--- src/rtl/spoc_pkg.sv ---
// SpoC-64 shared definitions: loader FSM encoding, block geometry,
// segment type codes and the padding byte shared with the datapath.
package spoc_pkg;

  localparam int PW        = 32;
  localparam int BLK_BYTES = 8;
  localparam int BLK_W     = 8 * BLK_BYTES;

  typedef enum logic [1:0] {
    FILL_HI = 2'd0,
    FILL_LO = 2'd1,
    HOLD    = 2'd2
  } state_t;

  localparam logic [2:0] AD_TYPE  = 3'b001;
  localparam logic [2:0] MSG_TYPE = 3'b010;
  localparam logic [7:0] PAD_BYTE = 8'h80;

  function automatic logic [2:0] clamp_size(
    input logic [2:0] s
  );
    return (s > 3'd4) ? 3'd4 : s;
  endfunction

endpackage

--- src/rtl/spoc_bdi_loader_if.sv ---
// Word-in / block-out handshake bundle of the SpoC-64 BDI loader.
// slave is the loader's view, master is the controller/datapath side.
interface spoc_bdi_loader_if;

  logic [31:0] bdi;
  logic        bdi_valid;
  logic        bdi_ready;
  logic [2:0]  bdi_size;
  logic        bdi_eot;
  logic [2:0]  bdi_type;
  logic        req_empty;
  logic [2:0]  empty_type;
  logic        clr;

  logic [63:0] blk;
  logic        blk_valid;
  logic        blk_ready;
  logic [3:0]  blk_size;
  logic        blk_partial;
  logic        blk_last;
  logic [2:0]  blk_type;
  logic        err;

  modport slave (
    input  bdi, bdi_valid, bdi_size, bdi_eot, bdi_type,
    input  req_empty, empty_type, clr, blk_ready,
    output bdi_ready, blk, blk_valid, blk_size,
    output blk_partial, blk_last, blk_type, err
  );

  modport master (
    output bdi, bdi_valid, bdi_size, bdi_eot, bdi_type,
    output req_empty, empty_type, clr, blk_ready,
    input  bdi_ready, blk, blk_valid, blk_size,
    input  blk_partial, blk_last, blk_type, err
  );

endinterface

--- src/rtl/spoc_byte_mask.sv ---
// Left-aligned byte mask for a 0..7 byte count; counts above 4 saturate
// to a full word so oversize words are absorbed as 4 bytes.
module spoc_byte_mask
  import spoc_pkg::*;
(
  input  logic [2:0]    size,
  output logic [PW-1:0] mask
);

  always_comb begin
    mask = '0;
    unique case (1'b1)
      (size == 3'd0): mask = 32'h0000_0000;
      (size == 3'd1): mask = 32'hFF00_0000;
      (size == 3'd2): mask = 32'hFFFF_0000;
      (size == 3'd3): mask = 32'hFFFF_FF00;
      (size >= 3'd4): mask = 32'hFFFF_FFFF;
    endcase
  end

endmodule

--- src/rtl/spoc_bdi_loader.sv ---
// Packs the 32-bit BDI word stream into 64-bit rate blocks with byte
// count, partial/last flags and type, one block per datapath absorb.
module spoc_bdi_loader
  import spoc_pkg::*;
(
  input  logic clk,
  input  logic rst,
  spoc_bdi_loader_if.slave io
);

  state_t            state;
  state_t            state_n;
  logic              rdy_q;
  logic [BLK_W-1:0]  blk_q;
  logic [3:0]        size_q;
  logic              last_q;
  logic [2:0]        type_q;
  logic              err_q;

  logic [PW-1:0]     mask;
  logic [PW-1:0]     word;
  logic [2:0]        eff;
  logic              take;
  logic              go_empty;
  logic              short_w;
  logic              bad;

  spoc_byte_mask u_mask (
    .size (io.bdi_size),
    .mask (mask)
  );

  assign word = io.bdi & mask;
  assign eff  = clamp_size(io.bdi_size);

  // rdy_q keeps bdi_ready low until the first edge after reset release
  assign io.bdi_ready = rdy_q & (state != HOLD) & ~io.clr;
  assign take         = io.bdi_valid & io.bdi_ready;
  assign go_empty     = (state == FILL_HI) & io.req_empty
                      & ~io.bdi_valid;
  assign short_w      = io.bdi_eot | (eff < 3'd4);

  assign bad = take & (
    (io.bdi_size == 3'd0) | (io.bdi_size > 3'd4) |
    ((state == FILL_LO) & (io.bdi_type != type_q))
  );

  always_comb begin
    state_n = state;
    unique case (state)
      FILL_HI: begin
        if (take)
          state_n = short_w ? HOLD : FILL_LO;
        else if (go_empty)
          state_n = HOLD;
      end
      FILL_LO: if (take) state_n = HOLD;
      HOLD:    if (io.blk_ready) state_n = FILL_HI;
      default: state_n = FILL_HI;
    endcase
  end

  always_ff @(posedge clk or negedge rst) begin
    if (!rst)
      rdy_q <= 1'b0;
    else
      rdy_q <= 1'b1;
  end

  always_ff @(posedge clk or negedge rst) begin
    if (!rst)
      state <= FILL_HI;
    else if (io.clr)
      state <= FILL_HI;
    else
      state <= state_n;
  end

  always_ff @(posedge clk or negedge rst) begin
    if (!rst) begin
      blk_q  <= '0;
      size_q <= '0;
      last_q <= 1'b0;
      type_q <= '0;
      err_q  <= 1'b0;
    end else if (io.clr) begin
      blk_q  <= '0;
      size_q <= '0;
      last_q <= 1'b0;
      type_q <= '0;
      err_q  <= 1'b0;
    end else begin
      if (bad)
        err_q <= 1'b1;
      unique case (state)
        FILL_HI: begin
          if (take) begin
            blk_q  <= {word, 32'h0};
            size_q <= {1'b0, eff};
            type_q <= io.bdi_type;
            last_q <= io.bdi_eot;
          end else if (go_empty) begin
            blk_q  <= '0;
            size_q <= '0;
            type_q <= io.empty_type;
            last_q <= 1'b1;
          end
        end
        FILL_LO: begin
          if (take) begin
            blk_q[31:0] <= word;
            size_q      <= size_q + {1'b0, eff};
            last_q      <= io.bdi_eot;
          end
        end
        HOLD: begin
          if (io.blk_ready) begin
            blk_q  <= '0;
            size_q <= '0;
            last_q <= 1'b0;
          end
        end
        default: ;
      endcase
    end
  end

  assign io.blk         = blk_q;
  assign io.blk_valid   = (state == HOLD);
  assign io.blk_size    = size_q;
  // partial only qualifies a presented block; idle/reset reads 0
  assign io.blk_partial = (state == HOLD) & (size_q != 4'd8);
  assign io.blk_last    = last_q;
  assign io.blk_type    = type_q;
  assign io.err         = err_q;

endmodule

--- src/flat_wrapper.sv ---
// flat-port wrapper written by rule: the top's interface ports become plain ports
module spoc_bdi_loader_flat import spoc_pkg::*;
  (clk, rst, io_bdi, io_bdi_valid, io_bdi_size, io_bdi_eot, io_bdi_type, io_req_empty, io_empty_type, io_clr, io_blk_ready, io_bdi_ready, io_blk, io_blk_valid, io_blk_size, io_blk_partial, io_blk_last, io_blk_type, io_err);
  spoc_bdi_loader_if io_i ();
  input  logic clk;
  input  logic rst;
  input wire logic [$bits(io_i.bdi)-1:0] io_bdi;
  input wire logic [$bits(io_i.bdi_valid)-1:0] io_bdi_valid;
  input wire logic [$bits(io_i.bdi_size)-1:0] io_bdi_size;
  input wire logic [$bits(io_i.bdi_eot)-1:0] io_bdi_eot;
  input wire logic [$bits(io_i.bdi_type)-1:0] io_bdi_type;
  input wire logic [$bits(io_i.req_empty)-1:0] io_req_empty;
  input wire logic [$bits(io_i.empty_type)-1:0] io_empty_type;
  input wire logic [$bits(io_i.clr)-1:0] io_clr;
  input wire logic [$bits(io_i.blk_ready)-1:0] io_blk_ready;
  output wire logic [$bits(io_i.bdi_ready)-1:0] io_bdi_ready;
  output wire logic [$bits(io_i.blk)-1:0] io_blk;
  output wire logic [$bits(io_i.blk_valid)-1:0] io_blk_valid;
  output wire logic [$bits(io_i.blk_size)-1:0] io_blk_size;
  output wire logic [$bits(io_i.blk_partial)-1:0] io_blk_partial;
  output wire logic [$bits(io_i.blk_last)-1:0] io_blk_last;
  output wire logic [$bits(io_i.blk_type)-1:0] io_blk_type;
  output wire logic [$bits(io_i.err)-1:0] io_err;
  assign io_i.bdi = io_bdi;
  assign io_i.bdi_valid = io_bdi_valid;
  assign io_i.bdi_size = io_bdi_size;
  assign io_i.bdi_eot = io_bdi_eot;
  assign io_i.bdi_type = io_bdi_type;
  assign io_i.req_empty = io_req_empty;
  assign io_i.empty_type = io_empty_type;
  assign io_i.clr = io_clr;
  assign io_i.blk_ready = io_blk_ready;
  assign io_bdi_ready = io_i.bdi_ready;
  assign io_blk = io_i.blk;
  assign io_blk_valid = io_i.blk_valid;
  assign io_blk_size = io_i.blk_size;
  assign io_blk_partial = io_i.blk_partial;
  assign io_blk_last = io_i.blk_last;
  assign io_blk_type = io_i.blk_type;
  assign io_err = io_i.err;
  spoc_bdi_loader u_core (.clk(clk), .rst(rst), .io(io_i));
endmodule
--- config.mk ---
export PLATFORM = sky130hd
export DESIGN_NAME = spoc_bdi_loader_flat
export DESIGN_NICKNAME = d
export VERILOG_FILES = /design/src/rtl/spoc_pkg.sv /design/src/rtl/spoc_bdi_loader_if.sv /design/src/rtl/spoc_byte_mask.sv /design/src/rtl/spoc_bdi_loader.sv /design/src/flat_wrapper.sv
export SDC_FILE = /design/constraint.sdc
export NUM_CORES = 1
export LEC_CHECK = 0
export CAP_MARGIN = 20
export CELL_PAD_IN_SITES_DETAIL_PLACEMENT = 1
export CELL_PAD_IN_SITES_GLOBAL_PLACEMENT = 1
export CORE_MARGIN = 3
export CORE_UTILIZATION = 35
export CTS_CLUSTER_DIAMETER = 80
export CTS_CLUSTER_SIZE = 16
export DETAILED_ROUTE_END_ITERATION = 12
export GPL_TIMING_DRIVEN = 0
export PLACE_DENSITY_LB_ADDON = 0.1
export SLEW_MARGIN = 10
export SYNTH_ARGS = -nofsm -noshare
export SYNTH_HDL_FRONTEND = slang
export SYNTH_SLANG_ARGS = --single-unit
--- constraint.sdc ---
create_clock -name clk -period 2.94 [get_ports clk]
set_input_delay 0.882 -clock clk [delete_from_list [all_inputs] [get_ports clk]]
set_output_delay 0.882 -clock clk [all_outputs]
set_load 0.02 [all_outputs]
Yosys cells after proc, flatten, opt, wreduce, memory -nomap -nowiden

Index checks and enable logic that the tools add are counted.

Output and inout port bits: 76
Input bits: 48
Register bits: 76

Magnitude comparators: 3
Reduce and logical (&&, ||, !) cells: 11
Bitwise operators: 14
Add/subtract/negate cells: 1
Muxes and demuxes: 34
Equal/unequal tests: 11

Operator list:

| kind                 | count |
|---|---|
| $mux W64             | 4 |
| $pmux W32 S5         | 1 |
| $pmux W32 S3         | 1 |
| $pmux W32 S2         | 1 |
| $and A32 B32 Y32     | 1 |
| $mux W32             | 1 |
| $mux W4              | 5 |
| $mux W3              | 5 |
| $mux W2              | 6 |
| $pmux W4 S3          | 1 |
| $and A1 B1 Y1        | 8 |
| $mux W1              | 7 |
| $eq A3 B2 Y1 const B | 2 |
| $pmux W2 S3          | 1 |
| $reduce_and A3 Y1    | 2 |
| $reduce_bool A3 Y1   | 2 |
| $add A4 B3 Y4        | 1 |
| $ne A4 B2 Y1 const B | 1 |
| $ne A4 B4 Y1 const B | 1 |
| $reduce_and A4 Y1    | 1 |
| $reduce_bool A2 Y1   | 2 |
| $reduce_bool A4 Y1   | 1 |
| $eq A3 B1 Y1 const B | 1 |
| $ge A3 B3 Y1 const B | 1 |
| other kinds (14)     | 17 |

Logic depth before layout (Yosys ltp)

Gate-level depths: netlist of the first run.

Depth in word-level cells: 8
Depth in mapped cells: 9

By module

A second synthesis of the first run with hierarchy kept.

Cell total of the unflattened synthesis: 383
Area, all modules: 3926.3 µm²

Modules (own cells, without submodules):

| module          | cells each | area each (µm²) | times used | sequential area each (µm²) |
|---|---|---|---|---|
| spoc_bdi_loader | 351        | 3691.0          | 1          | 1901.8 |
| spoc_byte_mask  | 32         | 235.2           | 1          | 0.0 |

Worst setup path after synthesis of the first run

No wires, ideal clock.

Kind: input to register
Start: input io_bdi_size[0]
End: register u_core.size_q[1], in the netlist u_core.io.blk_size[1]
Cell stages on the path: 9
Setup slack: 0.226 ns
Data required time: 2.815 ns
Arrival time: 2.589 ns
Path through: or2_2 -> ha_1 -> nor2b_1 -> ha_1 -> inv_1 -> fa_1 -> o32a_1 -> nor2_1 -> mux2_2

Word-level cells in the longest chain between the ends: 6

RTL lines:

| element              | line                   | RTL |
|---|---|---|
| start, declared      | flat_wrapper.sv:9      | `input wire logic [$bits(io_i.bdi_size)-1:0] io_bdi_size;` |
| $gt A3 B3 Y1         | spoc_pkg.sv:22         | `return (s > 3'd4) ? 3'd4 : s;` |
| $mux W3 (*)          | spoc_pkg.sv:22         |  |
| $add A4 B3 Y4        | spoc_bdi_loader.sv:112 | `size_q <= size_q + {1'b0, eff};` |
| $mux W4              | spoc_bdi_loader.sv:110 | `if (take) begin` |
| $pmux W4 S3 (*)      | spoc_bdi_loader.sv:95  | `unique case (state)` |
| $mux W4 (*)          | spoc_bdi_loader.sv:86  | `end else if (io.clr) begin` |
| end signal, assigned | spoc_bdi_loader.sv:99  | `size_q <= {1'b0, eff};` |
| end signal, assigned | spoc_bdi_loader.sv:112 |  |
| end, declared        | spoc_bdi_loader.sv:15  | `logic [3:0] size_q;` |

Mark *: on every way between the ends. The rest lies on a longest branch, timed or not. The select of a mux whose other input is x is not followed.
A chain may end at the register's enable or synchronous reset.

Final worst setup path of the first run

Start: input io_clr
End: output io_bdi_ready

Word-level cells in the longest chain between the ends: 2

RTL lines:

| element         | line                  | RTL |
|---|---|---|
| start, declared | flat_wrapper.sv:14    | `input wire logic [$bits(io_i.clr)-1:0] io_clr;` |
| $not A1 Y1      | spoc_bdi_loader.sv:37 | `assign io.bdi_ready = rdy_q & (state != HOLD) & ~io.clr;` |
| $and A1 B1 Y1   | spoc_bdi_loader.sv:37 |  |
| end, declared   | flat_wrapper.sv:16    | `output wire logic [$bits(io_i.bdi_ready)-1:0] io_bdi_ready;` |

No other way between the ends.

==> results.py, run 1 <==
metrics = {
    "synth": {
        "synth_area_leaders": "dfrtp_1 (50%), mux2_2 (6.8%), nand2_1 (5.3%)",
        "netlist_area_um2": 3830,
        "seq_area_frac_synth": 0.497,
        "yosysTopAreaCell": "dfrtp_1",
        "yosysMostFrequentCell": "dfrtp_1",
        "synth-seq-cells": 76,
        "synth_xor_area_frac": 0.00915,
        "synth_top_area_frac": 0.497,
        "syn_avg_cell_area_um2": 10.5,
        "synth_warnings": 0,
        "synthDistinctLibCells": 43,
        "synth_top_family_by_area": "multiplexers",
        "synth-compound-area-share": 0.104,
        "synth_edf_count": 0,
        "synth_simple_gate_area_frac": 0.138,
        "synth.area.mux_share": 0.167,
        "ys_async_sr_fraction": 1.00,
        "synthCells": 363,
        "syn_nets": 420,
        "synth_adder_area_share": 0.0314,
        "synth-main-ff-cell": "dfrtp_1",
        "yosys-top-cells-count": "dfrtp_1 (76), nand2_1 (54), nor2_1 (41)",
    },
    "critical_path": {
        "end_kind": "output port",
        "crit_end": "io_bdi_ready",
        "reg2regPathDepth": 7,
        "reg2reg_to": "u_core.io.blk[55]$_DFFE_PN0P_",
        "worstSetupStartpoint": "io_clr",
        "crit_fanout": 10,
        "cp_data_arrival_time_ps": 1940,
        "critPathRequiredTime_ps": 2060,
        "r2r-start": "u_core.state[0]$_DFFE_PN0P_",
        "crit_type": "primary input to output port",
        "cp-start-kind": "primary input",
        "regToRegSetupSlack_ps": 440,
    },
    "timing": {
        "period_share": 0.961,
        "max_slew_margin": 0.587,
        "hold_viol": 0,
        "rsz0062_at_grt": "no",
        "tightest_slew_ps": 617,
        "fin_worst_skew_ps": 8.85,
        "fmax_mhz": 354,
        "setup_viol": 0,
        "period_needed_ps": 2830,
        "drv_slew": 0,
    },
    "clock_tree": {
        "cts.path.max_buffers": 2,
        "cts.sinks": 76,
        "cts_tree": "built",
        "postCtsSetupRepairBufs": 0,
        "clk_latency_ps": 360,
        "clk_pin_slew_worst_paths_ps": 80,
        "htree_levels": 3,
        "clock_tree.root_cell": "clkbuf_8",
        "numCtsBuffers": 9,
    },
    "detailed_routing": {
        "drt_wl_total_um": 11400,
        "drcViolationCount": 0,
        "wl_per_cell_um": 17.8,
        "ant_nets": 0,
        "drt_first_pass_iters": 4,
        "routed_via_density": 4.95,
        "initialDrtViolationCount": 110,
        "num_vias": 3163,
    },
    "power_and_ir_drop": {
        "p_total_uw": 3050,
        "power_density_nw_per_um2": 555,
        "ir_drop_mv": 0.271,
        "p_leak_uw": 0.00250,
    },
    "status": {
        "outcome": "complete, no violations",
    },
    "die": {
        "die_h_um": 111,
        "start_util": 0.366,
        "ios": 124,
        "die_w_um": 111,
        "coreArea_um2": 10500,
        "core.rowCount": 37,
        "die-area_um2": 12200,
    },
    "placement": {
        "portBuffers": 123,
        "hpwl_um": 8460,
        "routabilityCongestion": 0.830,
        "placed_cell_area_um2": 5260,
    },
    "cells_and_area": {
        "drive_gt1_frac": 0.141,
        "antenna_cells": 0,
        "syn_to_final_growth_pct": 43.6,
        "stdcell_area_um2": 5500,
        "nNetsFinal": 555,
    },
    "job": {
        "max_cap_violations": 0,
    },
    "global_routing": {
        "grt_overflow": 0,
        "grt_max_degree": 43,
        "antenna_found_initial": 0,
        "grt_pass1_vias": 3665,
        "grt_pass1_wl_um": 19000,
        "grt_usage": 0.193,
    },
    "worst_hold_path": {
        "hold_class": "primary input to async pin",
    },
}
-- worst min-delay path by stage --
| stage | from | to |
|---|---|---|
| 2_1_floorplan | u_core.state[0]$_DFFE_PN0P_ | u_core.state[0]$_DFFE_PN0P_ |
| 3_3_place_gp | u_core.io.err$_DFFE_PN0P_ | u_core.io.err$_DFFE_PN0P_ |
| 3_5_place_dp | u_core.io.blk[31]$_DFFE_PN0P_ | u_core.io.blk[31]$_DFFE_PN0P_ |
| 4_1_cts | rst | u_core.io.blk_type[2]$_DFFE_PN0P_ |
| 5_1_grt | rst | u_core.io.blk_type[2]$_DFFE_PN0P_ |
| 6_report | rst | u_core.io.blk_type[2]$_DFFE_PN0P_ |
-- registers in the layout (all words and copies together), names as in the netlist --
register,cells
u_core.io.blk,64
u_core.io.err,1
u_core.io.blk_size,4
u_core.io.blk_type,3
u_core.state,2
u_core.io.blk_last,1
u_core.rdy_q,1
-- critical path, stage by stage --
cell,delay [ps]
clkdlybuf4s50_1,470
buf_4,210
nor3b_1,190
buf_2,190
-- repair_timing --
item                       CTS  global route
pin swaps                    1             0
hold buffers                 0             0
setup endpoints to repair   25            14
gates resized for setup     10             4
-- cells by family (layout without fill, tap and decap cells) --
logic type	count (synthesis)	in the layout
AO/OA/AOI/OAI	56	56
XOR/XNOR	4	4
adder cells (fa/ha/maj)	9	9
buffers and inverters	44	184
flip-flops	76	76
multiplexers	55	55
other	1	1
AND/OR/NAND/NOR	118	118
-- layout make-up --
class	count	area (µm²)
sequential	76	1900
timing repair buffer	124	1250
clock inverter	3	67.6
inverter	24	90.1
buffer	20	115
clock buffer	13	169
fill	1194	4960
multi-input combinational	243	1730
tap	136	170
-- cells in the final DEF (no fill, tap or decap), types with 3 or more instances in the layout --
cell / count
a21oi_1: 4
buf_6: 4
clkdlybuf4s50_1: 117
o31ai_1: 18
mux2i_1: 20
clkbuf_8: 12
buf_2: 6
o2bb2ai_1: 3
o21ai_0: 10
dfrtp_1: 76
clkbuf_1: 11
nand2_1: 54
o21ai_1: 8
nand2b_1: 3
nor2b_1: 4
ha_1: 7
nor2_1: 40
mux2_2: 23
mux2_4: 12
xor2_1: 4
inv_1: 24
-- power by group --
| group | total, µW | internal (µW) | switching [µW] |
|---|---|---|---|
| sequential | 1130 | 1090 | 32.6 |
| clock | 952 | 549 | 404 |
| combinational | 973 | 429 | 545 |
-- per-stage QoR --
step / util / std cells / setup WS (ps) / setup TNS [ps] / hold slack (ps)
6_report: 0.525 / 639 / 114 / 0 / 485
5_1_grt: 0.525 / 639 / 7.66 / 0 / 510
4_1_cts: 0.525 / 639 / 0.164 / 0 / 495
3_5_place_dp: 0.502 / 623 / -471 / -20620 / 494
3_3_place_gp: 0.500 / 622 / -1900 / -164290 / 488
2_1_floorplan: - / 363 / 226 / 0 / 494
-- routing by layer --
| layer | share of wire | up-vias | track usage |
|---|---|---|---|
| met5 | 0 | - | 0 |
| met4 | 0.023 | 0 | 0.0755 |
| met3 | 0.058 | 19 | 0.0553 |
| met2 | 0.48 | 80 | 0.320 |
| met1 | 0.44 | 1570 | 0.238 |
| li1 | - | 1494 | - |
Note: power is estimated with default switching activity, not from simulation.
==> inputs of run 2 (changes only) <==
--- a/config.mk
+++ b/config.mk
@@ -5,7 +5,7 @@
 export SDC_FILE = /design/constraint.sdc
 export NUM_CORES = 1
 export LEC_CHECK = 0
-export CAP_MARGIN = 20
+export ABC_CLOCK_PERIOD_IN_PS = 2940
 export CELL_PAD_IN_SITES_DETAIL_PLACEMENT = 1
 export CELL_PAD_IN_SITES_GLOBAL_PLACEMENT = 1
 export CORE_MARGIN = 3
==> results of run 2 <==
Final layout, timing and power as in run 1 (identical DEF).
